`src/rtl/gpu_operand_collector.sv`:
```
// rtl/gpu_operand_collector.sv - gathers up to three source operands from four single-ported register banks
module gpu_operand_collector #(
    parameter int NUM_BANKS = 4,
    parameter int DATA_W    = 64
) (
    input  logic                        clk,
    input  logic                        rst_n,
    input  logic                        in_valid,
    output logic                        in_ready,
    input  logic [5:0]                  in_warp,
    input  logic [4:0]                  in_src0,
    input  logic [4:0]                  in_src1,
    input  logic [4:0]                  in_src2,
    input  logic [2:0]                  in_src_mask,
    output logic [NUM_BANKS-1:0]        bank_rd_en,
    output logic [NUM_BANKS*9-1:0]      bank_rd_addr,
    input  logic [NUM_BANKS*DATA_W-1:0] bank_rd_data,
    output logic                        out_valid,
    input  logic                        out_ready,
    output logic [5:0]                  out_warp,
    output logic [DATA_W-1:0]           out_op0,
    output logic [DATA_W-1:0]           out_op1,
    output logic [DATA_W-1:0]           out_op2
);

    typedef enum logic [1:0] {
        S_IDLE  = 2'd0,
        S_ISSUE = 2'd1,
        S_WAIT  = 2'd2,
        S_DONE  = 2'd3
    } state_t;

    state_t            state;
    state_t            state_next;
    logic              ready_en;
    logic              accept;

    logic [5:0]        warp_q;
    logic [4:0]        src_q      [3];
    logic [2:0]        pend_q;
    logic [2:0]        pend_next;
    logic [2:0]        ret_valid_q;
    logic [1:0]        ret_bank_q [3];
    logic [DATA_W-1:0] op_q       [3];

    logic [1:0]        op_bank    [3];
    logic [8:0]        op_addr    [3];
    logic [3:0]        grant_en;
    logic [8:0]        grant_addr [4];
    logic [2:0]        sat;
    logic [DATA_W-1:0] rd_data_b  [4];

    assign accept = in_valid && in_ready;

    genvar gb;
    generate
        for (gb = 0; gb < 4; gb++) begin : g_bank
            assign rd_data_b[gb]            = bank_rd_data[gb*DATA_W +: DATA_W];
            assign bank_rd_addr[gb*9 +: 9]  = grant_addr[gb];
        end
    endgenerate

    // Bank is the register index rotated by the warp so warps spread across banks
    always_comb begin
        for (int k = 0; k < 3; k++) begin
            op_bank[k] = src_q[k][1:0] + warp_q[1:0];
            op_addr[k] = {warp_q, src_q[k][4:2]};
        end
    end

    // Arbitration: first pending operand per bank wins; same-address operands ride along
    always_comb begin
        grant_en   = '0;
        sat        = '0;
        for (int b = 0; b < 4; b++) grant_addr[b] = '0;
        if (state == S_ISSUE) begin
            for (int k = 0; k < 3; k++) begin
                if (pend_q[k]) begin
                    if (!grant_en[op_bank[k]]) begin
                        grant_en[op_bank[k]]   = 1'b1;
                        grant_addr[op_bank[k]] = op_addr[k];
                        sat[k]                 = 1'b1;
                    end else if (grant_addr[op_bank[k]] == op_addr[k]) begin
                        sat[k] = 1'b1;
                    end
                end
            end
        end
        pend_next = pend_q & ~sat;
    end

    // State register
    always_ff @(posedge clk or negedge rst_n) begin
        if (!rst_n) state <= S_IDLE;
        else        state <= state_next;
    end

    // Next-state logic
    always_comb begin
        state_next = state;
        case (state)
            S_IDLE:  if (accept) state_next = (in_src_mask != 3'b000) ? S_ISSUE : S_DONE;
            S_ISSUE: if (pend_next == 3'b000) state_next = S_WAIT;
            S_WAIT:  state_next = S_DONE;
            S_DONE:  if (out_ready) state_next = S_IDLE;
            default: state_next = S_IDLE;
        endcase
    end

    // Output decode
    always_comb begin
        in_ready   = (state == S_IDLE) && ready_en;
        out_valid  = (state == S_DONE);
        bank_rd_en = grant_en;
    end

    // Holds in_ready low until the first clock edge after reset is released
    always_ff @(posedge clk or negedge rst_n) begin
        if (!rst_n) ready_en <= 1'b0;
        else        ready_en <= 1'b1;
    end

    // Request capture, pending tracking and return-data capture one cycle after each read
    always_ff @(posedge clk or negedge rst_n) begin
        if (!rst_n) begin
            warp_q      <= '0;
            pend_q      <= '0;
            ret_valid_q <= '0;
            for (int k = 0; k < 3; k++) begin
                src_q[k]      <= '0;
                ret_bank_q[k] <= '0;
                op_q[k]       <= '0;
            end
        end else begin
            if (accept) begin
                warp_q   <= in_warp;
                src_q[0] <= in_src0;
                src_q[1] <= in_src1;
                src_q[2] <= in_src2;
                pend_q   <= in_src_mask;
                for (int k = 0; k < 3; k++) op_q[k] <= '0;
            end else if (state == S_ISSUE) begin
                pend_q <= pend_next;
            end

            if (state == S_ISSUE) begin
                ret_valid_q <= sat;
                for (int k = 0; k < 3; k++) ret_bank_q[k] <= op_bank[k];
            end else begin
                ret_valid_q <= '0;
            end

            for (int k = 0; k < 3; k++) begin
                if (ret_valid_q[k]) op_q[k] <= rd_data_b[ret_bank_q[k]];
            end
        end
    end

    assign out_warp = warp_q;
    assign out_op0  = op_q[0];
    assign out_op1  = op_q[1];
    assign out_op2  = op_q[2];

endmodule
```
`config.mk`:
```
export PLATFORM = sky130hd
export DESIGN_NAME = gpu_operand_collector
export DESIGN_NICKNAME = d
export VERILOG_FILES = /design/src/rtl/gpu_operand_collector.sv
export SDC_FILE = /design/constraint.sdc
export NUM_CORES = 1
export LEC_CHECK = 0
export ABC_AREA = 1
export BUFFER_PORTS_ARGS = -buffer_cell sky130_fd_sc_hd__clkbuf_2
export CAP_MARGIN = 15
export CORE_AREA = 10 10 178 247
export DETAILED_ROUTE_END_ITERATION = 6
export DIE_AREA = 0 0 188 257
export PLACE_DENSITY = 0.68
export SYNTH_ARGS = -nofsm -noshare
export SYNTH_HDL_FRONTEND = slang
export SYNTH_SLANG_ARGS = --single-unit
```
`constraint.sdc`:
```
create_clock -name clk -period 2.7 [get_ports clk]
set_clock_uncertainty 0.05 [all_clocks]
set_input_delay 0.54 -clock clk [delete_from_list [all_inputs] [get_ports clk]]
set_output_delay 0.54 -clock clk [all_outputs]
set_load 0.01 [all_outputs]
```
==> impl.org, run 1 <==
** Status
- Result of the run :: finished, violations left
- The final reports fail on setup timing.

** Synthesis
- Yosys warning count :: 0
- Among all flip-flop cells after synthesis, the most frequent one is sky130_fd_sc_hd__dfrtp_1.
- Number of enable flip-flop cells after synthesis :: 0
- Synthesized area :: 15540 um2
- sky130_fd_sc_hd__dfrtp_1 takes more of the synthesized area than any other cell.
- Count of unique library cells instantiated by Yosys :: 41
- Most instantiated cells after synthesis :: 512 x sky130_fd_sc_hd__nand2_1, 422 x sky130_fd_sc_hd__o21ai_0, 400 x sky130_fd_sc_hd__nand3_1, 308 x sky130_fd_sc_hd__inv_1, 228 x sky130_fd_sc_hd__dfrtp_1
- Most common cell in the netlist :: sky130_fd_sc_hd__nand2_1
- The number of nets handed over by synthesis was 2698.
- Mapped Cells :: 2407
- Counting flops with an async set or reset pin after synthesis yields a share of 100.0%.
- The top cell type by area accounts for 36.70% of the synthesized area.
- Sorting the synthesized cells by area gives the leading types as sky130_fd_sc_hd__dfrtp_1 37%, sky130_fd_sc_hd__o21ai_0 14%, sky130_fd_sc_hd__nand3_1 13%, sky130_fd_sc_hd__nand2_1 12%, sky130_fd_sc_hd__inv_1 7.4%.
- Averaged over all synthesized cells, the footprint is 6.458 um2.
- Number of synthesized register bits :: 228
- The share of the Yosys chip area taken by registers is 36.70%.

** Finish
- In the final layout, the multi-input gates occupy 8178 um2.
- Fill cell count :: 4017
- Reg area :: 5722 um2
- Fraction of final layout cells sized beyond drive strength 1 :: 27.50%
- Layout Area Growth over Synthesis :: 32.29%
- Final Instance Count excl. Fillers :: 3464
- After the last flow step, the layout net total stands at 3187.

** Timing
- Final max-slew violation count :: 0
- Worst setup margin :: -0.8474 ns
- Final hold viol count :: 0
- Counting I/O delays and the setup requirement, the final critical path takes 3.547 ns.
- The worst pin sits at a relative slew slack of 51.15%.
- Final number of setup-violating endpoints :: 44
- Final sum of negative setup slack :: -29.89 ns
- Share of the clock period used by the worst path :: 131.4%
- Setup repair after global routing missed its margin :: true
- At the pin with the least slew margin, the transition time is 0.7328 ns.
- Derived from the worst setup path, the maximum achievable clock frequency is 281.9 MHz.

** Power
- For this design the ratio of total power to cell area is 1276 nW/um2.
- Static power due to leakage :: 0.01040 uW
- Maximum vdd ir drop :: 936.9 uV

** Setup path
- STA classifies the critical path startpoint as a flop.
- Number of buffer and inverter instances along the worst setup path :: 6
- The kind of cell with the highest combined delay along the critical path is simple AND/OR/NAND/NOR gates.
- Data on the critical path arrives at its endpoint at 2.96 ns.
- The setup path with the least slack is of type reg2out.
- Max Fanout on Critical Path :: 5
- On the critical path, the stage with the largest delay is an instance of sky130_fd_sc_hd__dfrtp_2.
- Crit-path max cell delay :: 0.46 ns
- At the worst endpoint, the required time is 2.11 ns.
- Most common cell type on the critical path :: sky130_fd_sc_hd__inv_4
- CP Cell Sequence :: ha_4 -> inv_4 -> nand2_2 -> nand3_4 -> nand2_4 -> nand2_4 -> inv_4 -> a21oi_4 -> inv_2 -> nand2_2 -> nand4_1 -> nor2_2 -> inv_2 -> nor2_4 -> inv_4 -> a311oi_1 -> clkbuf_2
- STA classifies the critical path endpoint as an output port.

** Route
- Initial drt markers :: 1993
- After detailed routing, the average wire length per cell comes to 21.87 um.
- After detailed routing, the number of vias per cell comes to 5.598.
- Wires add up to 75750 um.
- In the routed design, unresolved DRC markers number 0.
- The count of nets left with antenna violations once routing finished came out at 0.
- Overall via count from detail_route :: 19390
- The first detailed-routing pass took 6 iterations.

** Clocking
- TritonCTS clock tree :: yes
- The clock reaches the later pin of the worst-skew pair after 0.55 ns.
- Clock net sink count :: 228
- In this run the number of H-tree levels came out at 1.
- Clock tree synthesis selected as its root buffer the cell sky130_fd_sc_hd__clkbuf_16.
- Maximum buffer depth of the clock tree :: 3
- Clock transition at the register clock pins on the worst setup and hold paths after CTS :: 0.07 ns
- Total clock buffers created by CTS :: 26

** Placed design
- Routability congestion estimate :: 0.9968
- The HPWL after detailed placement is 53800 um.
- Timing analysis after detailed placement gives a worst setup slack of -0.3390 ns.
- The number of placed instances, taps included, is 3378.
- Buffers placed on the I/O ports in this run total 523.

** Floorplanning
- The floorplan step defined a die boundary enclosing 48320 um2.
- 524 I/O pins were placed.
- Number of rows in the core area :: 86
- From bottom edge to top edge, the die measures 257 um.
- Floorplan Core Area :: 39170 um2
- The initial utilization of the core area, before any placement, comes to 39.69%.
- Die width :: 188 um

** Worst hold path
- Kind of path behind the tightest hold check :: in2reg

** Global route
- GRT Overall Usage :: 29.70%
- Antenna violations before repair :: 24
- Global routing finished with a remaining overflow of 0.
- The first global-routing pass estimated 114200 um of wire.
- Pin count of the biggest net entering global routing :: 138
- The number of global-route vias before repair came to 18780.

** Flow run
- Max-cap violations in this run came to 0.
==> cell usage in the layout, fill, tap and decap left out, types with 11 or more instances in the layout <==
cell type,Yosys,final
sky130_fd_sc_hd__a21oi_1,203,197
sky130_fd_sc_hd__buf_12,0,15
sky130_fd_sc_hd__buf_2,2,16
sky130_fd_sc_hd__buf_4,6,100
sky130_fd_sc_hd__buf_6,2,11
sky130_fd_sc_hd__clkbuf_16,0,27
sky130_fd_sc_hd__clkbuf_2,0,502
sky130_fd_sc_hd__clkbuf_8,0,11
sky130_fd_sc_hd__dfrtp_1,228,221
sky130_fd_sc_hd__diode_2,0,20
sky130_fd_sc_hd__inv_1,308,296
sky130_fd_sc_hd__inv_2,10,12
sky130_fd_sc_hd__nand2_1,512,498
sky130_fd_sc_hd__nand2_2,9,21
sky130_fd_sc_hd__nand3_1,400,398
sky130_fd_sc_hd__nor2_1,57,39
sky130_fd_sc_hd__nor2_2,3,17
sky130_fd_sc_hd__o21ai_0,422,417
==> power by group <==
part | switching, uW | total (uW) | internal (uW)
clock | 1570 | 3880 | 2310
combinational | 10400 | 16000 | 5600
sequential | 1430 | 6400 | 4970
==> path summary, 6_finish.rpt <==
kind	cells after the start	slack, ns	endpoint	startpoint
min in group asynchronous	2	0.44	out_op1[27]	rst_n
worst min register to register	2	0.48	src_q[1]	src_q[1]
max in group asynchronous	3	1.39	out_warp[0]	rst_n
worst min-delay path	3	0.14	out_warp[3]	in_warp[3]
worst max register to register	25	-0.30	state[1]	out_warp[0]
worst max-delay path	17	-0.85	bank_rd_addr[0]	out_warp[0]
==> per-stage QoR <==
| step | hold slack [ns] | utilization (%) | total power (uW) | area, um2 |
|---|---|---|---|---|
| finish | 0.1432 | 52.50 | 26250 | 20560 |
| global placement | 0.4290 | 49.00 | 21150 | 19190 |
| floorplan | 0.1944 | - | 14870 | 15640 |
| detailed placement | 0.4342 | 49.00 | 21320 | 19190 |
| global route | 0.1494 | 52.47 | 28100 | 20550 |
| CTS | 0.1209 | 51.98 | 25770 | 20360 |
==> layout make-up <==
| cell class | count | share of cell area (%) |
|---|---|---|
| clock inverters | 7 | 0.4137 |
| multi-input cells | 1674 | 39.77 |
| inverters | 319 | 5.987 |
| diodes | 20 | 0.2434 |
| repair buffers | 646 | 18.44 |
| clock buffers | 41 | 4.076 |
| repair inverters | 1 | 0.03651 |
| flip-flops and latches | 228 | 27.82 |
| well taps | 528 | 3.212 |
==> timing repair <==
item | CTS | global route
setup buffers | 10 | 6
resized for setup | 43 | 47
pin swaps | 8 | 5
cloned | 1 | 0
hold endpoints to repair | 48 | 0
hold buffers | 1 | 0
endpoints found under the setup margin | 44 | 44
==> logic make-up after synthesis <==
logic type	synth area share, %
mux	0.07244
fa+ha+maj	0.5634
compound gates	21.53
buf+inv	12.50
flops	36.70
xor+xnor	0.05635
simple gates	28.55
other cells	0.02412
==> worst register-to-register path, stage by stage, from the launching register on <==
cell                         delay [ns]
sky130_fd_sc_hd__dfrtp_2           0.46
sky130_fd_sc_hd__ha_4              0.31
sky130_fd_sc_hd__clkinvlp_4        0.15
sky130_fd_sc_hd__buf_4             0.17
sky130_fd_sc_hd__nor2_2            0.12
sky130_fd_sc_hd__nand2_1           0.06
sky130_fd_sc_hd__nand2_1           0.09
sky130_fd_sc_hd__nor2_2            0.05
sky130_fd_sc_hd__buf_6             0.13
sky130_fd_sc_hd__buf_6             0.13
sky130_fd_sc_hd__nand3_1           0.07
sky130_fd_sc_hd__nand2_2           0.06
sky130_fd_sc_hd__nand2_1           0.07
sky130_fd_sc_hd__nand2_2           0.06
sky130_fd_sc_hd__o21ai_1           0.13
sky130_fd_sc_hd__nand2_1           0.06
sky130_fd_sc_hd__nor2_1            0.12
sky130_fd_sc_hd__nand3_1           0.09
sky130_fd_sc_hd__nand2_2           0.09
sky130_fd_sc_hd__nand2_2           0.06
sky130_fd_sc_hd__nand2_2           0.07
sky130_fd_sc_hd__nand2_2           0.05
sky130_fd_sc_hd__nand2_2           0.07
sky130_fd_sc_hd__nand2_2           0.06
sky130_fd_sc_hd__nand2_1           0.07
sky130_fd_sc_hd__nand2_1           0.04
==> metal layers <==
| metal | GRT usage (%) | wire [um] |
|---|---|---|
| met5 | 0 | 98 |
| met1 | 33.51 | 26910 |
| met3 | 7.756 | 7925 |
| met2 | 48.70 | 35810 |
| met4 | 19.47 | 5001 |
==> sequential cells by signal, summed over array words and instances, names as in the netlist <==
name and cells:
pend_q 3, ready_en 1, ret_valid_q 3, state 2
out_op2 64, src_q 6, out_op0 64, out_op1 64
out_warp 6, op_addr 9, ret_bank_q 6
Note: power is estimated with default switching activity, not from simulation.
==> inputs of run 2 (changes only) <==
- HOLD_SLACK_MARGIN: default -> 0.05
- RECOVER_POWER: default -> 25
==> run 2 against run 1 <==
- the flow finishes with violations (DRC, setup timing)
- worst hold slack barely moved
- final area fell by 0.25%
- core utilization fell by 0.13 points
- critical path type unchanged
- largest power group unchanged
==> impl.org, run 2 (synthesized netlist as in run 1, its figures left out) <==
** Route
- Overall via count from detail_route :: 19420
- Uppermost routed layer :: met5
- The routed design uses 35940 um of met2 wire.
- Post-detailed-routing wire length :: 75890 um
- Length of the first detailed-routing pass in iterations :: 7
- In the routed design, unresolved DRC markers number 5.
- Once detail routing completed, the nets flagged for antenna violations numbered 0.
- Detailed-route wire length on metal 1 :: 27350 um
- Detailed-routed wire length on met3 :: 7547 um
- Initial drt markers :: 1993
- Via density per instance :: 5.606
- Avg WL per Cell :: 21.91 um

** Placed design
- The count of buffers added on input and output ports is 523.
- Routability congestion estimate :: 0.9968
- Before CTS, the worst setup slack after placement is -0.3390 ns.
- Post-detail-place hpwl :: 53800 um

** Power
- Reg power frac :: 24.4%
- Of the total power, the share spent switching nets is 50.93%.
- Internal power comes to 12880 uW.
- Power spread over the standard cell area amounts to 1279 nW/um2.
- The analysis attributes to net switching a power of 13370 uW.
- Summing internal, switching and leakage power gives 26240 uW.
- In this run, the combinational gates consume 60.8% of the power.
- Maximum vdd ir drop :: 942.8 uV
- Static power due to leakage :: 0.01038 uW
- The clock network accounts for 14.8% of the total power.

** Floorplanning
- The core region is 39170 um2.
- Die Footprint :: 48320 um2
- Number of rows in the core area :: 86
- For this design the top-level I/O count stands at 524.
- From left edge to right edge, the die measures 188 um.
- Initial Util :: 39.69%
- In this run the vertical extent of the chip is 257 um.

** Global route
- Global routing used 29.70% of the available tracks.
- Summed over all layers, the global routing overflow is 0.
- The number of global-route vias before repair came to 18780.
- Global-route wire length before repair :: 114200 um
- Pin count of the biggest net entering global routing :: 138
- The initial antenna violation count came to 24.

** Setup path
- Required arrival time at the worst endpoint :: 2.11 ns
- Most common cell type on the critical path :: sky130_fd_sc_hd__inv_4
- Among all stages on the critical path, the largest delay is contributed by sky130_fd_sc_hd__dfrtp_2.
- CP arrival :: 2.97 ns
- Setup slack of the most critical reg-to-reg path :: -0.32 ns
- Critical Path Source Type :: flop
- The worst setup path is of the reg2out kind.
- Element type at the critical path end :: output port
- CP Cell Sequence :: ha_4 -> inv_4 -> nand2_2 -> nand3_4 -> nand2_4 -> nand2_4 -> inv_4 -> a21oi_4 -> inv_2 -> nand2_2 -> nand4_1 -> nor2_2 -> inv_2 -> nor2_4 -> inv_4 -> a311oi_1 -> clkbuf_2
- The largest single stage delay on the critical path is 0.46 ns.
- Of all nets on the critical path, the largest fanout is 5.
- Logic depth of the worst register-to-register path :: 25

** Timing
- Final max-slew violation count :: 0
- After routing, the total negative slack on setup checks comes to -31.13 ns.
- Setup violations remaining at the end of the flow were counted as 44.
- At the pin with the least slew margin, the transition time is 1.401 ns.
- Across all setup checks in the final design, the least slack found is -0.8629 ns.
- Shortest period the worst path allows :: 3.563 ns
- Share of the clock period used by the worst path :: 132.0%
- Setup repair after global routing missed its margin :: true
- Final hold viol count :: 0
- Peak clock frequency supported by timing :: 280.7 MHz
- Relative slew slack :: 6.619%

** Finish
- Once layout is complete, the utilization of the core stands at 52.37%.
- Fill cell count :: 4021
- In the layout the commonest cells are 503 x sky130_fd_sc_hd__clkbuf_2, 498 x sky130_fd_sc_hd__nand2_1, 417 x sky130_fd_sc_hd__o21ai_0, 398 x sky130_fd_sc_hd__nand3_1, 296 x sky130_fd_sc_hd__inv_1.
- The net count of the finished layout is 3187.
- Layout Area Growth over Synthesis :: 31.96%
- Fraction of final layout cells sized beyond drive strength 1 :: 27.47%
- Commonest non-fill, non-tap cell in the layout :: sky130_fd_sc_hd__clkbuf_2

** Worst hold path
- Kind of path behind the tightest hold check :: in2reg
- Counting instances, the worst hold path has a depth of 3.

** Flow run
- Max cap viols :: 0

** Clocking
- CTS placed an instance of sky130_fd_sc_hd__clkbuf_16 at the clock tree root.
- Clock transition at the register clock pins on the worst setup and hold paths after CTS :: 0.07 ns
- Maximum buffer depth of the clock tree :: 3
- Total clock buffers created by CTS :: 26
- At the later pin of the worst-skew pair, clock insertion delay measures 0.55 ns.
- H-tree depth reported by CTS :: 1
- Clock net sink count :: 228
- TritonCTS clock tree :: yes

** Status
- The final reports fail on DRC, setup timing.
- Result of the run :: finished, violations left
-- run 2: changes by cell type in the layout (fill, tap and decap cells not counted) --
cell                       change
sky130_fd_sc_hd__buf_12        -3
sky130_fd_sc_hd__buf_4         +2
sky130_fd_sc_hd__buf_8         -1
sky130_fd_sc_hd__clkbuf_1      +1
sky130_fd_sc_hd__clkbuf_2      +1
-- run 2: routing by layer --
| metal | GRT usage (%) | vias to the layer above |
|---|---|---|
| li1 | - | 8913 |
| met4 | 19.47 | 16 |
| met3 | 7.756 | 289 |
| met2 | 48.70 | 1258 |
| met1 | 33.51 | 8943 |
| met5 | 0 | - |
-- run 2: worst paths after layout --
| check | start | endpoint |
|---|---|---|
| max | out_warp[0] | bank_rd_addr[0] |
| max in group asynchronous | rst_n | ret_bank_q[0] |
| min | in_warp[3] | out_warp[3] |
| min in group asynchronous | rst_n | out_op1[27] |
| max reg2reg | out_warp[0] | state[1] |
| min reg2reg | src_q[1] | src_q[1] |
-- run 2: repair_timing --
action	CTS	global route
endpoints found under the setup margin	44	44
pin swaps	8	5
hold buffers	1	0
setup buffers	10	6
cloned	1	0
hold endpoints to repair	48	0
gates resized for setup	43	47
-- run 2: stage by stage --
step,instance area (um2),std cells,hold WS (ns)
finish,20510,3464,0.1428
global route,20500,3458,0.1494
CTS,20360,3438,0.1209
detailed placement,19190,3378,0.4342
global placement,19190,3378,0.4290
floorplan,15640,2407,0.1944
-- run 2: cell type report --
| cell class | count | area [um2] | share of cell area, % |
|---|---|---|---|
| repair buffers | 646 | 3741 | 18.24 |
| diodes | 20 | 50.05 | 0.2440 |
| inverters | 319 | 1231 | 6.002 |
| repair inverters | 1 | 7.507 | 0.03660 |
| flip-flops and latches | 228 | 5722 | 27.89 |
| clock buffers | 41 | 838.3 | 4.087 |
| clock inverters | 7 | 85.08 | 0.4148 |
| well taps | 528 | 660.6 | 3.220 |
| multi-input cells | 1674 | 8178 | 39.87 |
-- run 2: power by group through the flow --
stage | combinational (uW) | sequential (uW) | clock, uW
after CTS | 15500 | 6350 | 3950
after detailed placement | 14900 | 6380 | 0
after global routing | 17500 | 6540 | 4050
final | 16000 | 6410 | 3880
after floorplan | 8470 | 6400 | 0
after global placement | 14800 | 6350 | 0
-- run 2: worst max-delay path: cells and delay by family (launching register included) --
kind	cells	cell delay, ns
buffers and inverters	6	0.52
flip-flops	1	0.46
AND/OR/NAND/NOR	8	0.84
AO/OA/AOI/OAI	2	0.41
adder cells (fa/ha/maj)	1	0.20
